**src/rtl/servo_ramp_ctrl_if.sv**
```systemverilog
// servo_ramp_ctrl_if: command handshake and PWM-facing outputs of the servo ramp controller
interface servo_ramp_ctrl_if;
  logic       cmd_valid;
  logic [9:0] cmd_pos;
  logic       cmd_ready;
  logic [11:0] pw_us;
  logic       frame_start;
  logic       busy;
  logic       done;
  modport master (output cmd_valid, cmd_pos, input cmd_ready, pw_us, frame_start, busy, done);
  modport slave (input cmd_valid, cmd_pos, output cmd_ready, pw_us, frame_start, busy, done);
endinterface

```
**src/rtl/servo_ramp_ctrl.sv**
```systemverilog
// servo_ramp_ctrl: maps position commands to pulse-width targets and slews pw_us
// toward them by at most STEP_MAX us per servo frame.
module servo_ramp_ctrl #(
  parameter int TICK_DIV = 50,
  parameter int FRAME_US = 20000,
  parameter int PW_MIN   = 500,
  parameter int PW_MAX   = 2500,
  parameter int STEP_MAX = 10
) (
  input logic clk,
  input logic rst_a,
  servo_ramp_ctrl_if.slave bus
);
  localparam int PRE_W = $clog2(TICK_DIV + 1);
  localparam int FRM_W = $clog2(FRAME_US + 1);
  localparam logic [11:0] PW_MID = 12'((PW_MIN + PW_MAX) / 2);
  typedef enum logic [1:0] {IDLE, CALC, RAMP} state_t;
  state_t state_q, state_d;
  logic [PRE_W-1:0] pre_q, pre_d;
  logic [FRM_W-1:0] frm_q, frm_d;
  logic fs_q, fs_d, done_q, done_d;
  logic [9:0] pos_q, pos_d;
  logic [11:0] tgt_q, tgt_d, pw_q, pw_d, gap, step, calc_tgt;
  logic [31:0] prod;
  logic tick, up, accept;
  always_comb begin
    tick = pre_q == PRE_W'(TICK_DIV - 1);
    pre_d = tick ? '0 : pre_q + 1'b1;
    frm_d = tick ? (frm_q == FRM_W'(FRAME_US - 1) ? '0 : frm_q + 1'b1) : frm_q;
    fs_d = tick && frm_q == FRM_W'(FRAME_US - 1);
    up = pw_q < tgt_q;
    gap = up ? tgt_q - pw_q : pw_q - tgt_q;
    step = gap > 12'(STEP_MAX) ? 12'(STEP_MAX) : gap;
    pw_d = fs_q ? (up ? pw_q + step : pw_q - step) : pw_q;
    prod = 32'(pos_q) * 32'(PW_MAX - PW_MIN);
    calc_tgt = 12'(32'(PW_MIN) + prod / 32'd1023);
    accept = bus.cmd_valid && state_q != CALC;
    pos_d = accept ? bus.cmd_pos : pos_q;
    state_d = state_q;
    tgt_d = tgt_q;
    done_d = 1'b0;
    // A frame step in CALC still follows the old target; CALC alone decides the outcome.
    if (state_q == CALC) begin
      tgt_d = calc_tgt;
      done_d = calc_tgt == pw_d;
      state_d = calc_tgt == pw_d ? IDLE : RAMP;
    end else if (accept) begin
      state_d = CALC;
    end else if (state_q == RAMP && fs_q && pw_d == tgt_q) begin
      done_d = 1'b1;
      state_d = IDLE;
    end
  end
  always_ff @(posedge clk or posedge rst_a) begin
    if (rst_a) begin
      state_q <= IDLE;
      pre_q <= '0;
      frm_q <= '0;
      fs_q <= 1'b0;
      done_q <= 1'b0;
      pos_q <= '0;
      tgt_q <= PW_MID;
      pw_q <= PW_MID;
    end else begin
      state_q <= state_d;
      pre_q <= pre_d;
      frm_q <= frm_d;
      fs_q <= fs_d;
      done_q <= done_d;
      pos_q <= pos_d;
      tgt_q <= tgt_d;
      pw_q <= pw_d;
    end
  end
  assign bus.cmd_ready = state_q != CALC;
  assign bus.busy = state_q != IDLE;
  assign bus.pw_us = pw_q;
  assign bus.frame_start = fs_q;
  assign bus.done = done_q;
endmodule

```
**src/flat_wrapper.sv**
```systemverilog
// flat-port wrapper written by rule: the top's interface ports become plain ports
module servo_ramp_ctrl_flat 
#(
  parameter int TICK_DIV = 50,
  parameter int FRAME_US = 20000,
  parameter int PW_MIN   = 500,
  parameter int PW_MAX   = 2500,
  parameter int STEP_MAX = 10
)
  (clk, rst_a, bus_cmd_valid, bus_cmd_pos, bus_cmd_ready, bus_pw_us, bus_frame_start, bus_busy, bus_done);
  servo_ramp_ctrl_if bus_i ();
  input logic clk;
  input logic rst_a;
  input wire logic [$bits(bus_i.cmd_valid)-1:0] bus_cmd_valid;
  input wire logic [$bits(bus_i.cmd_pos)-1:0] bus_cmd_pos;
  output wire logic [$bits(bus_i.cmd_ready)-1:0] bus_cmd_ready;
  output wire logic [$bits(bus_i.pw_us)-1:0] bus_pw_us;
  output wire logic [$bits(bus_i.frame_start)-1:0] bus_frame_start;
  output wire logic [$bits(bus_i.busy)-1:0] bus_busy;
  output wire logic [$bits(bus_i.done)-1:0] bus_done;
  assign bus_i.cmd_valid = bus_cmd_valid;
  assign bus_i.cmd_pos = bus_cmd_pos;
  assign bus_cmd_ready = bus_i.cmd_ready;
  assign bus_pw_us = bus_i.pw_us;
  assign bus_frame_start = bus_i.frame_start;
  assign bus_busy = bus_i.busy;
  assign bus_done = bus_i.done;
  servo_ramp_ctrl #(.TICK_DIV(TICK_DIV), .FRAME_US(FRAME_US), .PW_MIN(PW_MIN), .PW_MAX(PW_MAX), .STEP_MAX(STEP_MAX)) u_core (.clk(clk), .rst_a(rst_a), .bus(bus_i));
endmodule
```
**config.mk**
```make
export PLATFORM = sky130hd
export DESIGN_NAME = servo_ramp_ctrl_flat
export DESIGN_NICKNAME = d
export VERILOG_FILES = /design/src/rtl/servo_ramp_ctrl_if.sv /design/src/rtl/servo_ramp_ctrl.sv /design/src/flat_wrapper.sv
export SDC_FILE = /design/constraint.sdc
export NUM_CORES = 1
export LEC_CHECK = 0
export BUFFER_PORTS_ARGS = -buffer_cell sky130_fd_sc_hd__buf_4
export CAP_MARGIN = 20
export CORE_UTILIZATION = 25
export DETAILED_ROUTE_END_ITERATION = 8
export GPL_TIMING_DRIVEN = 0
export PLACE_DENSITY_LB_ADDON = 0.08
export SYNTH_ARGS = -nofsm -noshare
export SYNTH_HDL_FRONTEND = slang
export SYNTH_SLANG_ARGS = --single-unit
```
**constraint.sdc**
```tcl
create_clock -name clk -period 22.5 [get_ports clk]
set_input_delay 1.125 -clock clk [delete_from_list [all_inputs] [get_ports clk]]
set_output_delay 1.125 -clock clk [all_outputs]
set_load 0.01 [all_outputs]
```
== After elaboration in Yosys (flattened, before gate mapping) ==
Index checks and enable logic that the tools add are counted.

* Add/sub/neg operators: 7
* Multipliers: 1
* Div/mod/pow operators: 1
* Order comparisons: 2
* Equality and inequality tests: 7
* Mux-type cells: 13
* Reduce and logical (&&, ||, !) cells: 6

{| class="wikitable"
|+ Operator list
! kind !! count
|-
| $mux W12 || 4
|-
| $sub A12 B12 Y12 || 3
|-
| $div A21 B10 Y32 const B || 1
|-
| $eq A12 B12 Y1 || 2
|-
| $mul A10 B7 Y17 const B || 1
|-
| $add A15 B1 Y15 const B || 1
|-
| $eq A15 B15 Y1 const B || 1
|-
| $mux W15 || 1
|-
| $add A12 B12 Y12 || 1
|-
| $add A9 B12 Y12 const A || 1
|-
| $gt A12 B4 Y1 const B || 1
|-
| $lt A12 B12 Y1 || 1
|-
| $mux W2 || 4
|-
| $add A6 B1 Y6 const B || 1
|-
| $eq A6 B6 Y1 const B || 1
|-
| $mux W6 || 1
|-
| $logic_and A1 B1 Y1 || 4
|-
| $mux W1 || 3
|-
| $reduce_bool A3 Y1 || 1
|-
| $eq A2 B1 Y1 const B || 1
|-
| $eq A2 B2 Y1 const B || 1
|-
| $ne A2 B1 Y1 const B || 1
|-
| $reduce_bool A2 Y1 || 1
|}

* Register bits after elaboration: 59
* Input bits: 13
* Output and inout bits: 16
* Word-level logic and storage cells: 45

== Logic depth before layout (Yosys ltp) ==
* Depth after elaboration: 12
* Mapped depth: 49
* Mapped depth without buffers: 45

== Least setup slack after synthesis ==
OpenSTA, ideal clock, no wires.

* Path type: reg-to-reg
* From: register u_core.pos_q[5]
* To: register u_core.state_q[1]
* Library setup time: 0.121 ns
* Arrival: 11.560 ns
* Data required time: 22.379 ns
* Path slack: 10.819 ns
* Stages on the path, launching flop included: 47
* Buffers on the path: 6
* Clock period less this slack: 11.681 ns
* Cells stage by stage: dfrtp_1 -> inv_1 -> fa_1 -> fa_1 -> inv_1 -> fa_1 -> inv_1 -> fa_1 -> inv_1 -> ha_1 -> buf_2 -> a21o_1 -> a31oi_1 -> o21ai_1 -> or3_1 -> and3_1 -> and4_4 -> buf_6 -> (+11 left out) -> o311ai_2 -> or3b_1 -> o21a_1 -> o31a_1 -> a41o_1 -> nand2_1 -> ha_1 -> buf_1 -> and2_1 -> clkbuf_1 -> inv_1 -> ha_1 -> nor4_1 -> xnor3_1 -> nand3_1 -> or4_1 -> a211o_1 -> a22o_1

* Word-level cells in the longest chain between the ends: 6

{| class="wikitable"
|+ RTL lines
! element !! line !! text
|-
| start, declared || servo_ramp_ctrl.sv:22 || <nowiki>logic [9:0] pos_q, pos_d;</nowiki>
|-
| start signal, assigned || servo_ramp_ctrl.sv:70 || <nowiki>pos_q <= pos_d;</nowiki>
|-
| $mul A10 B7 Y17 || servo_ramp_ctrl.sv:35 || <nowiki>prod = 32'(pos_q) * 32'(PW_MAX - PW_MIN);</nowiki>
|-
| $div A21 B10 Y32 || servo_ramp_ctrl.sv:36 || <nowiki>calc_tgt = 12'(32'(PW_MIN) + prod / 32'd1023);</nowiki>
|-
| $add A9 B12 Y12 || servo_ramp_ctrl.sv:36 ||
|-
| $eq A12 B12 Y1 || servo_ramp_ctrl.sv:46 || <nowiki>state_d = calc_tgt == pw_d ? IDLE : RAMP;</nowiki>
|-
| $mux W2 || servo_ramp_ctrl.sv:46 ||
|-
| $mux W2 || servo_ramp_ctrl.sv:43 || <nowiki>if (state_q == CALC) begin</nowiki>
|-
| end signal, assigned || servo_ramp_ctrl.sv:65 || <nowiki>state_q <= state_d;</nowiki>
|-
| end, declared || servo_ramp_ctrl.sv:18 || <nowiki>state_t state_q, state_d;</nowiki>
|}

Every way passes these cells.
A chain may end at the register's enable or synchronous reset.

== Worst setup path after layout ==
Same ends and word-level chain as after synthesis.

==> flow_summary_export.csv <==
group,metric,value,unit
die,floorplan.die_area,0.0377,mm^2
route,antenna_left,0,
cts,insertion_delay,340,ps
cts,cts_buffers,9,
sta,final-setup-viol-count,0,
synth,synth.top_cells.by_count,"sky130_fd_sc_hd__inv_1, sky130_fd_sc_hd__nor2_1, sky130_fd_sc_hd__ha_1",
global_routing,grt_remaining_overflow,0,
global_routing,number_of_global_route_vias_before_repair,8158,
critical_path,crit_path_start_kind,"flop",
synth,yosysSeqAreaShare,16.2,%
final_layout,post_route_cells_drive_above_1_share,12.6,%
critical_path,rr_worst_depth,46,
synth,synth_warn,0,
placed_design,place_hpwl,23700,um
final_layout,area_growth_synth_to_finish,12.4,%
cts,cts_max_path_buffers,2,
route,route.detailed.vias_per_inst,5.05,
die,die_x,194,um
synth,synth_flop_cell,"sky130_fd_sc_hd__dfrtp_1",
synth,yosys.cell_types.count,103,
cts,ctsRootBufferMaster,"sky130_fd_sc_hd__clkbuf_16",
critical_path,path_max_fanout,10,
cts,cts_num_sinks,59,
synth,synth_enable_flop_cells,0,
route,via_total_after_detailed_routing,8285,
route,drt-total-wl,28100,um
critical_path,path_common_cell,"sky130_fd_sc_hd__inv_1",
critical_path,setup.reg_to_reg.worst_slack,8340,ps
cts,cts_repair_resize_count,0,
cts,cts.repair_timing.setup_buffer_count,0,
cts,cts_tree,"done",
critical_path,worst_path_dominant_cell_family,"simple AND/OR/NAND/NOR gates",
synth,synth-async-reset-ratio,100,%
critical_path,worst_path_largest_cell_delay,950,ps
placed_design,port_buffers,28,
critical_path,setup.worst_path.end,"u_core.state_q[1]",
global_routing,grt_start_max_net_pins,36,
die,initial_core_util,25.3,%
status,run_status,"finished clean",
synth,synth-seq-cells,59,
sta,whs,483,ps
sta,finalSetupTns,0,ps
route,routedWlPerCell,17.1,um
synth,post-synth-top-count-cell,"sky130_fd_sc_hd__inv_1",
synth,yosysTopAreaCell,"sky130_fd_sc_hd__dfrtp_1",
critical_path,critical_path_start,"u_core.pos_q[5]",
sta,final_hold_violating_endpoints,0,
critical_path,endpoint_kind,"flop",
synth,synth.top_cells.by_area,"sky130_fd_sc_hd__dfrtp_1, sky130_fd_sc_hd__ha_1, sky130_fd_sc_hd__fa_1",
cts,post_cts_hold_buffer_count,0,
route,drt_pass1_iterations,5,
critical_path,timing.rr.start,"u_core.pos_q[5]",
sta,finalWorstPathRequiredPeriod,14160,ps
worst_hold_path,type_of_the_tightest_min_delay_check,"flop to flop",
die,io-pin-count,29,
die,die-height,194,um
synth,netlist.area_leader.share,12.2,%
critical_path,worst_endpoint_required_time,22720,ps
route,detail_route.iter0.violations,373,
sta,slew_violations,0,
global_routing,first_pass_grt_wire_length,46200,um
synth,syn_area_per_cell,8.20,um^2
flow_run,max_cap_viol_count,0,
cts,worst_setup_hold_path_clk_slew,60,ps
worst_hold_path,worstHoldStart,"u_core.frm_q[4]",
sta,timing.slew.headroom,30.1,%
synth,postSynthNetCount,1255,
synth,synthesis.instances,1126,
critical_path,slowest_stage,"sky130_fd_sc_hd__a2111oi_0",
placed_design,routabilityCongestion,0.786,
worst_hold_path,min_delay_path_depth,1,
final_layout,antennaDiodeCount,0,
global_routing,gr-usage-all-layers,15.2,%
placed_design,worst_slack_placed,8380,ps
sta,grt_setup_unrepaired,"no",
final_layout,nNetsFinal,1297,
critical_path,path_class,"flop to flop",
critical_path,timing.rr.end,"u_core.state_q[1]",
route,drcViolationCount,0,
die,row_count,70,
sta,clock_skew,8.90,ps
cts,htreeDepth,3,
critical_path,worst-path-buf-inv,11,
global_routing,number_of_antenna_violations_at_the_first_check_in_global_routing,0,
sta,fmax,70.6,MHz
die,core-area,0.0364,mm^2
critical_path,cp.arrival,14380,ps
sta,worst_pin_slew,1020,ps
critical_path,crit_cells,46,
sta,min_period_over_period,62.9,%
sta,setup_ws,8340,ps
final_layout,filler_cell_count,4027,
synth,syn-cell-area,0.00923,mm^2
[how the worst min path moves through the flow]
| stage | end | slack, ps |
|---|---|---|
| 2_1_floorplan | u_core.frm_q[4] | 450 |
| 4_1_cts | u_core.frm_q[4] | 500 |
| 3_5_place_dp | u_core.frm_q[4] | 490 |
| 3_3_place_gp | u_core.frm_q[4] | 490 |
| 5_1_grt | u_core.frm_q[4] | 520 |
| 6_report | u_core.frm_q[4] | 480 |
[cell type report]
cell class / count / area [um^2] / area share, %
buffer: 30 / 151 / 1.46
clock buffer: 10 / 229 / 2.21
clock inverter: 6 / 88.8 / 0.856
inverter: 112 / 420 / 4.05
multi-input combinational: 925 / 7170 / 69.0
sequential: 59 / 1490 / 14.4
tap: 468 / 586 / 5.64
timing repair buffer: 31 / 243 / 2.34
[cells in the final DEF, fill, tap and decap left out, types with 16 or more instances in the layout]
| cell type | n |
|---|---|
| sky130_fd_sc_hd__nor2_1 | 84 |
| sky130_fd_sc_hd__mux2_2 | 17 |
| sky130_fd_sc_hd__xor2_1 | 23 |
| sky130_fd_sc_hd__fa_1 | 33 |
| sky130_fd_sc_hd__a21oi_1 | 45 |
| sky130_fd_sc_hd__xnor2_1 | 58 |
| sky130_fd_sc_hd__a21o_1 | 35 |
| sky130_fd_sc_hd__ha_1 | 83 |
| sky130_fd_sc_hd__nand3_1 | 29 |
| sky130_fd_sc_hd__nand4_1 | 21 |
| sky130_fd_sc_hd__nor4_1 | 16 |
| sky130_fd_sc_hd__nor3_1 | 36 |
| sky130_fd_sc_hd__nand2_1 | 80 |
| sky130_fd_sc_hd__dfrtp_1 | 45 |
| sky130_fd_sc_hd__mux2i_1 | 31 |
| sky130_fd_sc_hd__inv_1 | 111 |
| sky130_fd_sc_hd__o21ai_0 | 54 |
| sky130_fd_sc_hd__buf_4 | 32 |
[registers in the layout, summed over array words and instances, names as in the netlist]
name and count:
u_core.frm_q 15, u_core.bus.pw_us 12, u_core.tgt_q 12, u_core.pos_q 10, u_core.pre_q 6, u_core.state_q 2, u_core.bus.done 1, u_core.bus.frame_start 1
[layer usage]
| layer | global-route usage [%] | wire length (um) |
|---|---|---|
| met4 | 1.88 | 199 |
| met1 | 23.3 | 15400 |
| met5 | 0 | 0 |
| met2 | 23.1 | 11900 |
| met3 | 1.83 | 595 |
[worst reg2reg max path, delay by kind of cell (launching register included)]
kind	cells	cell delay (ps)
DFF	1	470
and+or+nand+nor	16	4480
buffers and inverters	11	1780
adders and majority gates	7	2760
xor gates and xnor gates	1	350
AOI/OAI and AO/OA	11	4210
[cells by family (layout without fill, tap and decap cells)]
kind of cell / Yosys count / in the layout / share of synthesized area, %
simple gates: 378 / 378 / 21.7
buf+inv: 142 / 189 / 6.19
xor+xnor: 83 / 83 / 8.17
flops: 59 / 59 / 16.2
mux: 48 / 48 / 5.44
fa+ha+maj: 117 / 117 / 18.5
compound gates: 299 / 299 / 23.8
[through the flow]
step	instance area, um^2	std cells	util, %
floorplan	9230	1126	-
global placement	10000	1622	27.5
detailed placement	10100	1625	27.6
CTS	10400	1641	28.5
global route	10400	1641	28.5
finish	10400	1641	28.5
Power is left out: the tool's default activity adds up to more than one toggle a clock period on the data nets, which glitch-free logic cannot reach.
